`src/rtl/reorder_buffer_pkg.sv`:
```
// reorder_buffer_pkg
//   Shared reorder-buffer definitions: sizing constants, the per-entry record
//   and the live-range test that pipeline registers use to recognise stale
//   instructions after a flush.
package reorder_buffer_pkg;

    localparam int unsigned ROB_DEPTH  = 8;
    localparam int unsigned ROB_ADDR_W = $clog2(ROB_DEPTH);
    localparam int unsigned REG_ADDR_W = 4;
    localparam int unsigned DATA_W     = 8;

    typedef struct packed {
        logic                  busy;
        logic                  done;
        logic                  mispredict;
        logic                  write_dst;
        logic [REG_ADDR_W-1:0] rw_addr;
        logic [DATA_W-1:0]     data;
    } rob_entry_t;

    // Entry idx is live when its distance from head (mod depth) is below count.
    // The subtraction wraps naturally in ROB_ADDR_W bits.
    function automatic logic rob_live(
        input logic [ROB_ADDR_W-1:0] idx,
        input logic [ROB_ADDR_W-1:0] head,
        input logic [ROB_ADDR_W:0]   count
    );
        logic [ROB_ADDR_W-1:0] offset;
        offset = idx - head;
        return ({1'b0, offset} < count);
    endfunction

endpackage

```
`src/rtl/reorder_buffer.sv`:
```
// reorder_buffer
//   In-order retirement buffer. Dispatch allocates at the tail, completion
//   marks entries done, and the head entry retires to the register-file
//   write port once done. Retiring a mispredicted branch empties the buffer
//   and pulses flush for one cycle.
//
// Ports
//   clk, n_rst                     clock, asynchronous active-low reset
//   alloc_valid/write_dst/rw_addr  dispatch request
//   alloc_ready, alloc_rob_addr    grant and index granted (current tail)
//   cmp_valid/rob_addr/data/mispredict  completion strobe
//   retire_valid/write/addr/data   registered retirement port
//   flush                          registered one-cycle flush
//   range_head, range_count        live window for stale-instruction kill
module reorder_buffer
    import reorder_buffer_pkg::*;
#(
    parameter int unsigned ROB_DEPTH  = reorder_buffer_pkg::ROB_DEPTH,
    parameter int unsigned ROB_ADDR_W = $clog2(ROB_DEPTH),
    parameter int unsigned REG_ADDR_W = reorder_buffer_pkg::REG_ADDR_W,
    parameter int unsigned DATA_W     = reorder_buffer_pkg::DATA_W
) (
    input  logic                  clk,
    input  logic                  n_rst,

    input  logic                  alloc_valid,
    input  logic                  alloc_write_dst,
    input  logic [REG_ADDR_W-1:0] alloc_rw_addr,
    output logic                  alloc_ready,
    output logic [ROB_ADDR_W-1:0] alloc_rob_addr,

    input  logic                  cmp_valid,
    input  logic [ROB_ADDR_W-1:0] cmp_rob_addr,
    input  logic [DATA_W-1:0]     cmp_data,
    input  logic                  cmp_mispredict,

    output logic                  retire_valid,
    output logic                  retire_write,
    output logic [REG_ADDR_W-1:0] retire_addr,
    output logic [DATA_W-1:0]     retire_data,
    output logic                  flush,

    output logic [ROB_ADDR_W-1:0] range_head,
    output logic [ROB_ADDR_W:0]   range_count
);

    localparam logic [ROB_ADDR_W:0] FULL_COUNT = (ROB_ADDR_W+1)'(ROB_DEPTH);
    localparam logic [ROB_ADDR_W:0] PTR_ONE    = (ROB_ADDR_W+1)'(1);

    // Pointers carry one extra wrap bit so full and empty are distinguishable.
    logic [ROB_ADDR_W:0]   head;
    logic [ROB_ADDR_W:0]   tail;
    logic [ROB_ADDR_W:0]   count;
    logic [ROB_ADDR_W-1:0] head_idx;
    logic [ROB_ADDR_W-1:0] tail_idx;

    rob_entry_t entries [ROB_DEPTH];
    rob_entry_t head_entry;

    logic alloc_fire;
    logic cmp_fire;
    logic retire_fire;

    always_comb begin
        count       = tail - head;
        head_idx    = head[ROB_ADDR_W-1:0];
        tail_idx    = tail[ROB_ADDR_W-1:0];
        head_entry  = entries[head_idx];

        alloc_ready    = (count < FULL_COUNT) & ~flush;
        alloc_rob_addr = tail_idx;
        range_head     = head_idx;
        range_count    = count;

        alloc_fire  = alloc_valid & alloc_ready;
        cmp_fire    = cmp_valid & rob_live(cmp_rob_addr, head_idx, count);
        retire_fire = (count != '0) & head_entry.busy & head_entry.done;
    end

    always_ff @(posedge clk or negedge n_rst) begin
        if (!n_rst) begin
            head         <= '0;
            tail         <= '0;
            entries      <= '{default: '0};
            retire_valid <= 1'b0;
            retire_write <= 1'b0;
            retire_addr  <= '0;
            retire_data  <= '0;
            flush        <= 1'b0;
        end else begin
            flush <= 1'b0;

            if (alloc_fire) begin
                entries[tail_idx] <= '{busy: 1'b1, done: 1'b0, mispredict: 1'b0,
                                       write_dst: alloc_write_dst,
                                       rw_addr: alloc_rw_addr, data: '0};
                tail <= tail + PTR_ONE;
            end

            if (cmp_fire) begin
                entries[cmp_rob_addr].done       <= 1'b1;
                entries[cmp_rob_addr].data       <= cmp_data;
                entries[cmp_rob_addr].mispredict <= cmp_mispredict;
            end

            if (retire_fire) begin
                retire_valid <= 1'b1;
                retire_write <= head_entry.write_dst;
                retire_addr  <= head_entry.rw_addr;
                retire_data  <= head_entry.data;
                head         <= head + PTR_ONE;
                entries[head_idx].busy <= 1'b0;
                entries[head_idx].done <= 1'b0;

                // Written after the allocate/complete updates above so the
                // mispredict clean-up wins: any same-cycle allocation or
                // completion is discarded along with the younger entries.
                if (head_entry.mispredict) begin
                    flush <= 1'b1;
                    tail  <= head + PTR_ONE;
                    for (int unsigned i = 0; i < ROB_DEPTH; i++) begin
                        entries[ROB_ADDR_W'(i)].busy <= 1'b0;
                        entries[ROB_ADDR_W'(i)].done <= 1'b0;
                    end
                end
            end else begin
                retire_valid <= 1'b0;
                retire_write <= 1'b0;
            end
        end
    end

endmodule
```
`config.mk`:
```
export PLATFORM = sky130hd
export DESIGN_NAME = reorder_buffer
export DESIGN_NICKNAME = d
export VERILOG_FILES = /design/src/rtl/reorder_buffer_pkg.sv /design/src/rtl/reorder_buffer.sv
export SDC_FILE = /design/constraint.sdc
export NUM_CORES = 1
export LEC_CHECK = 0
export BUFFER_PORTS_ARGS = -buffer_cell sky130_fd_sc_hd__buf_4
export CORE_ASPECT_RATIO = 0.5
export CORE_MARGIN = 3
export CORE_UTILIZATION = 35
export CTS_BUF_LIST = sky130_fd_sc_hd__clkbuf_16
export CTS_CLUSTER_SIZE = 12
export DETAILED_ROUTE_END_ITERATION = 10
export GPL_TIMING_DRIVEN = 0
export SYNTH_ARGS = -nofsm -noshare
export SYNTH_HDL_FRONTEND = slang
export SYNTH_SLANG_ARGS = --single-unit
```
`constraint.sdc`:
```
create_clock -name clk -period 2.8 [get_ports clk]
set_input_delay 0 -clock clk [delete_from_list [all_inputs] [get_ports clk]]
set_output_delay 0 -clock clk [all_outputs]
set_load 0.02 [all_outputs]
```
=== Word-level counts from Yosys, hierarchy flattened ===
Cells that the tools add are included.

* Flip-flop bits (word level): 151
* Output and inout bits: 26

* Add/subtract/negate cells: 4
* $lt $le $gt $ge: 8
* Muxes and demuxes: 39
* Bitwise gates (word level): 9
* Reductions and logical operators: 4

{| class="wikitable"
|+ Operators with widths
! cell !! number
|-
| bitwise mux 128 bit || 6
|-
| 2-to-1 mux 128 bit || 3
|-
| demux 16 bit (select 3 bit) || 6
|-
| 2-to-1 mux 16 bit || 4
|-
| binary-select mux 16 bit (select 3 bit) || 1
|-
| 2-to-1 mux 15 bit || 2
|-
| 2-to-1 mux 2 bit || 8
|-
| 2-to-1 mux 14 bit || 1
|-
| greater-or-equal comparator 4 bit (second input constant) || 3
|-
| < comparator 4 x 1 -> 1 bit (second input constant) || 3
|-
| 2-to-1 mux 4 bit || 3
|-
| inverter 3 -> 4 bit || 3
|-
| adder 4 x 1 -> 4 bit (second input constant) || 2
|-
| 2-to-1 mux 8 bit || 1
|-
| AND 1 bit || 5
|-
| < comparator 3 x 4 -> 1 bit || 1
|-
| < comparator 4 bit (second input constant) || 1
|-
| 2-to-1 mux 1 bit || 4
|-
| nonzero test 4 bit || 1
|-
| subtractor 4 bit || 1
|-
| logical AND 1 bit || 3
|-
| subtractor 3 bit || 1
|-
| inverter 1 bit || 1
|}

=== Longest topological paths before layout ===
* Depth after elaboration: 15
* Depth in mapped cells: 11

=== Worst setup path before layout ===
No wires, ideal clock.

* Path kind: reg-to-reg
* From: register head[1]
* To: register entries[0] in the netlist's numbering
* Setup time: 0.130 ns
* Arrival: 2.741 ns
* Setup slack: -0.071 ns
* Stages on the path, launching flop included: 11
* Buffers on the path: 2
* Period minus slack after synthesis: 2.871 ns
* Path through: dfrtp_1 > buf_4 > clkinv_1 > fa_1 > inv_1 > ha_1 > a21o_1 > a21oi_1 > o21ai_0 > buf_2 > mux2i_1

* Longest elaborated chain between the ends: 12

{| class="wikitable"
|+ RTL lines
! item !! line !! RTL
|-
| start, declared || reorder_buffer.sv:51 || <nowiki>logic [ROB_ADDR_W:0] head;</nowiki>
|-
| start signal, assigned || reorder_buffer.sv:111 || <nowiki>head <= head + PTR_ONE;</nowiki>
|-
| subtractor 4 bit (*) || reorder_buffer.sv:65 || <nowiki>count = tail - head;</nowiki>
|-
| net range_count[1] || reorder_buffer.sv:44 || <nowiki>output logic [ROB_ADDR_W:0] range_count</nowiki>
|-
| < comparator 4 bit || reorder_buffer.sv:70 || <nowiki>alloc_ready = (count < FULL_COUNT) & ~flush;</nowiki>
|-
| AND 1 bit || reorder_buffer.sv:70 ||
|-
| AND 1 bit || reorder_buffer.sv:75 || <nowiki>alloc_fire = alloc_valid & alloc_ready;</nowiki>
|-
| 2-to-1 mux 128 bit || reorder_buffer.sv:93 || <nowiki>if (alloc_fire) begin</nowiki>
|-
| bitwise mux 128 bit || reorder_buffer.sv:101 || <nowiki>entries[cmp_rob_addr].done <= 1'b1;</nowiki>
|-
| bitwise mux 128 bit || reorder_buffer.sv:102 || <nowiki>entries[cmp_rob_addr].data <= cmp_data;</nowiki>
|-
| bitwise mux 128 bit || reorder_buffer.sv:103 || <nowiki>entries[cmp_rob_addr].mispredict <= cmp_mispredict;</nowiki>
|-
| 2-to-1 mux 128 bit || reorder_buffer.sv:100 || <nowiki>if (cmp_fire) begin</nowiki>
|-
| bitwise mux 128 bit || reorder_buffer.sv:112 || <nowiki>entries[head_idx].busy <= 1'b0;</nowiki>
|-
| bitwise mux 128 bit || reorder_buffer.sv:113 || <nowiki>entries[head_idx].done <= 1'b0;</nowiki>
|-
| 2-to-1 mux 128 bit (*) || reorder_buffer.sv:106 || <nowiki>if (retire_fire) begin</nowiki>
|-
| end signal, assigned by index || reorder_buffer.sv:94 || <nowiki>entries[tail_idx] <= '{busy: 1'b1, done: 1'b0, mispredict: 1'b0,</nowiki>
|-
| end, declared || reorder_buffer.sv:57 || <nowiki>rob_entry_t entries [ROB_DEPTH];</nowiki>
|}

Mark *: on every way through the listed nets, which the timed path passes. The rest lies on a longest branch. The select of a mux whose other input is x is not followed.
A chain may end at the register's enable or synchronous reset.

=== Worst setup path after layout ===
* From: register tail[0]
* To: register entries[82] in the netlist's numbering

* Longest elaborated chain between the ends: 14

{| class="wikitable"
|+ RTL lines
! item !! line !! RTL
|-
| start, declared || reorder_buffer.sv:52 || <nowiki>logic [ROB_ADDR_W:0] tail;</nowiki>
|-
| start signal, assigned || reorder_buffer.sv:97 || <nowiki>tail <= tail + PTR_ONE;</nowiki>
|-
| start signal, assigned || reorder_buffer.sv:120 || <nowiki>tail <= head + PTR_ONE;</nowiki>
|-
| branches (longest 13 deep; another with subtractor 4 bit) || -- ||
|-
| 2-to-1 mux 128 bit (*) || reorder_buffer.sv:106 ||
|}

Every way passes the cells marked *.

==> impl_results.md <==
* First-pass GRT wire length at 34.29 mm
* Status: finished with violations
* Final Cell Area at 0.009371 mm²
* N_diodes at 0
* Vias in the first global route at 5637
* Ys async rst share at 100.0%
* Slew headroom at 38.84%
* Final setup TNS at 0 ns
* Syn nets at 682
* Core Area at 0.02083 mm²
* Final setup skew at 0.01072 ns
* Worst-Skew Late Latency at 0.43 ns
* WL final at 22.82 mm
* Sequential cell area at 0.003782 mm²
* Worst-path clk slew at 0.07 ns
* Average cell area after synthesis at 11.55 µm²
* Worst Hold Class: input pin to register
* CTS tree: done
* Detail Placement HPWL at 14.34 mm
* Total grt overflow at 0
* CP max-delay cell: fa_2
* Share of cells above drive strength 1 at 30.65%
* Fillers at 1922
* Starting Density at 36.10%
* Min setup slack post-route at 0.08118 ns
* Final Critical Period at 2.719 ns
* Max-cap violations at 0
* Most frequent cells in the layout: 148 x dfrtp_1, 106 x nand2_1, 84 x buf_4, 83 x mux2i_1, 65 x mux2_2
* Largest net degree at the start of global routing at 94
* Share of the synthesized area in the top cell type at 50.24%
* Via density at 5.412
* Iter 0 DRT Violations at 632
* RSZ-0062 raised after global routing: true
* Mapped Cells at 651
* CP cell instances: inv_2, ha_1, inv_1, fa_2, inv_1, ha_1, a21o_1, a21oi_4, o21ai_0, buf_4, mux2i_2
* PD cells at 1398 mW/mm²
* Total GRT Usage at 19.84%
* Count of flip-flops with a built-in enable after synthesis at 0
* Die area at 0.02339 mm²
* Commonest non-fill, non-tap cell in the layout: dfrtp_1
* Final period util at 97.10%
* FP Rows at 37
* Synthesized flop and latch total at 151
* CTS Buf Count at 17
* Routed vias at 5645
* Slew @ Worst Pin at 0.9175 ns
* Synth unique cells at 55
* Failing checks: hold timing
* Area post-placement at 0.008243 mm²
* Max incr delay on CP at 0.56 ns
* Synth Cell Area at 0.007521 mm²
* CTS root buffer: clkbuf_16
* Final Hold Fails at 7
* Final net count at 788
* # H-tree levels at 4
* Synth area leaders: dfrtp_1 50%, mux2i_1 11%, mux2_2 9.7%
* Chip height at 109.7 µm
* Critical path's top delay family: adder cells
* Crit path max fanout at 10
* VDD IR max at 0.5544 mV
* DR pass1 iterations at 5
* Ports at 47
* Clock Sinks at 151
* Worst-case clock buffer depth at 2
* Final setup vio count at 0
* DRT antenna net count at 0
* Static Leak at 4.730 nW
* Max frequency at 367.8 MHz
* Register area share after synthesis at 50.24%
* WP data arrival at 3.02 ns
* Pre-CTS setup slack at -0.5143 ns
* WL/cell at 21.88 µm
* DRC Markers at 0
* Initial antenna violation count at 0
* Die W at 213.3 µm
* Worst Path Buf+Inv at 4
* Worst path required time at 3.10 ns
* Hold_ws at -0.02062 ns
* Worst Setup Path Type: register to register
* CP endpoint kind: register
* Setup crit start kind: register
* Main flop type after synthesis: dfrtp_1
* Multi-input logic area at 0.003457 mm²
* Slew Viols, Final at 0
* Routability Congestion at 0.8052
* Yosys Warn Count at 0
* Synth area leader: dfrtp_1
* # port buffers at 46
* Area Overhead vs Synth at 24.60%
==> routing by layer <==
layer	global-route usage, %	part of all wire (%)
met5	0	0
met1	28.84	48
met4	3.580	0.87
met3	5.188	7.2
met2	30.24	44
==> stage by stage <==
| stage | hold slack, ns | utilization [%] | cells | power, mW |
|---|---|---|---|---|
| after floorplan | -0.2956 | - | 651 | 7.780 |
| after global placement | 0.2995 | 39.42 | 970 | 9.570 |
| after detailed placement | 0.02411 | 39.57 | 971 | 9.733 |
| after CTS | 0.0006241 | 44.32 | 1033 | 12.69 |
| after global routing | 0.01380 | 44.99 | 1043 | 13.84 |
| final | -0.02062 | 44.99 | 1043 | 13.10 |
==> power breakdown <==
group / total [mW] / internal, mW / switching, mW
logic: 7.08 / 3.16 / 3.92
clock network: 2.35 / 1.34 / 1.01
registers: 3.68 / 3.16 / 0.522
total: 13.1 / 7.66 / 5.45
==> cell type report <==
cell class	count	share of cell area, %
buffer	42	3.418
clock buffer	17	4.539
clock inverter	15	1.802
inverter	27	1.215
multi-input combinational	430	36.89
sequential	151	40.36
tap	273	3.645
timing repair buffer	88	8.131
==> Yosys cell counts, types with 3 or more instances <==
| cell type | instances |
|---|---|
| mux2_2 | 65 |
| a22oi_1 | 20 |
| nand4_1 | 4 |
| ha_1 | 8 |
| and3_1 | 5 |
| nor3_1 | 5 |
| o21ai_0 | 20 |
| mux2i_1 | 84 |
| dfrtp_1 | 151 |
| nor2_1 | 14 |
| xnor2_1 | 7 |
| nor2b_1 | 6 |
| xor2_1 | 5 |
| o211ai_1 | 3 |
| a21oi_1 | 4 |
| nand2_1 | 106 |
| nor3b_1 | 3 |
| o22ai_1 | 5 |
| clkbuf_1 | 4 |
| nand3_1 | 9 |
| nand2b_1 | 5 |
| buf_4 | 10 |
| a221oi_1 | 14 |
| mux4_2 | 6 |
| inv_1 | 25 |
| buf_2 | 26 |
| nand4b_2 | 3 |
==> tightest hold or removal path, stage by stage <==
cell     delay (ns)
buf_4          0.07
inv_1          0.13
mux2i_1        0.15
==> kinds of logic after synthesis <==
logic type	synth area share (%)
buf+inv	4.525
compound gates	7.985
fa+ha+maj	1.863
xor+xnor	1.397
mux	23.06
flops	50.24
simple gates	10.93
==> path summary, 6_finish.rpt <==
| path | startpoint | to | slack [ns] | cells past startpoint |
|---|---|---|---|---|
| min in group asynchronous | n_rst | asynchronous set/reset pin | 0.12 | 2 |
| setup / recovery | tail[0] | entries[82] | 0.08 | 11 |
| hold / removal | cmp_data[6] | entries[102] | -0.02 | 3 |
| max in group asynchronous | n_rst | entries[64] | 1.81 | 3 |
| setup reg to reg | tail[0] | entries[82] | 0.08 | 11 |
| hold reg to reg | register | register | 0.50 | 1 |
==> repair_timing <==
| action | CTS | global route |
|---|---|---|
| gates cloned | 1 | 2 |
| gates resized for setup | 34 | 29 |
| endpoints found under the hold margin | 159 | 0 |
| setup endpoints to repair | 150 | 123 |
| pin swaps | 3 | 2 |
| setup buffers | 15 | 9 |
| hold buffers | 14 | 0 |
(Power assumes the default switching activity.)
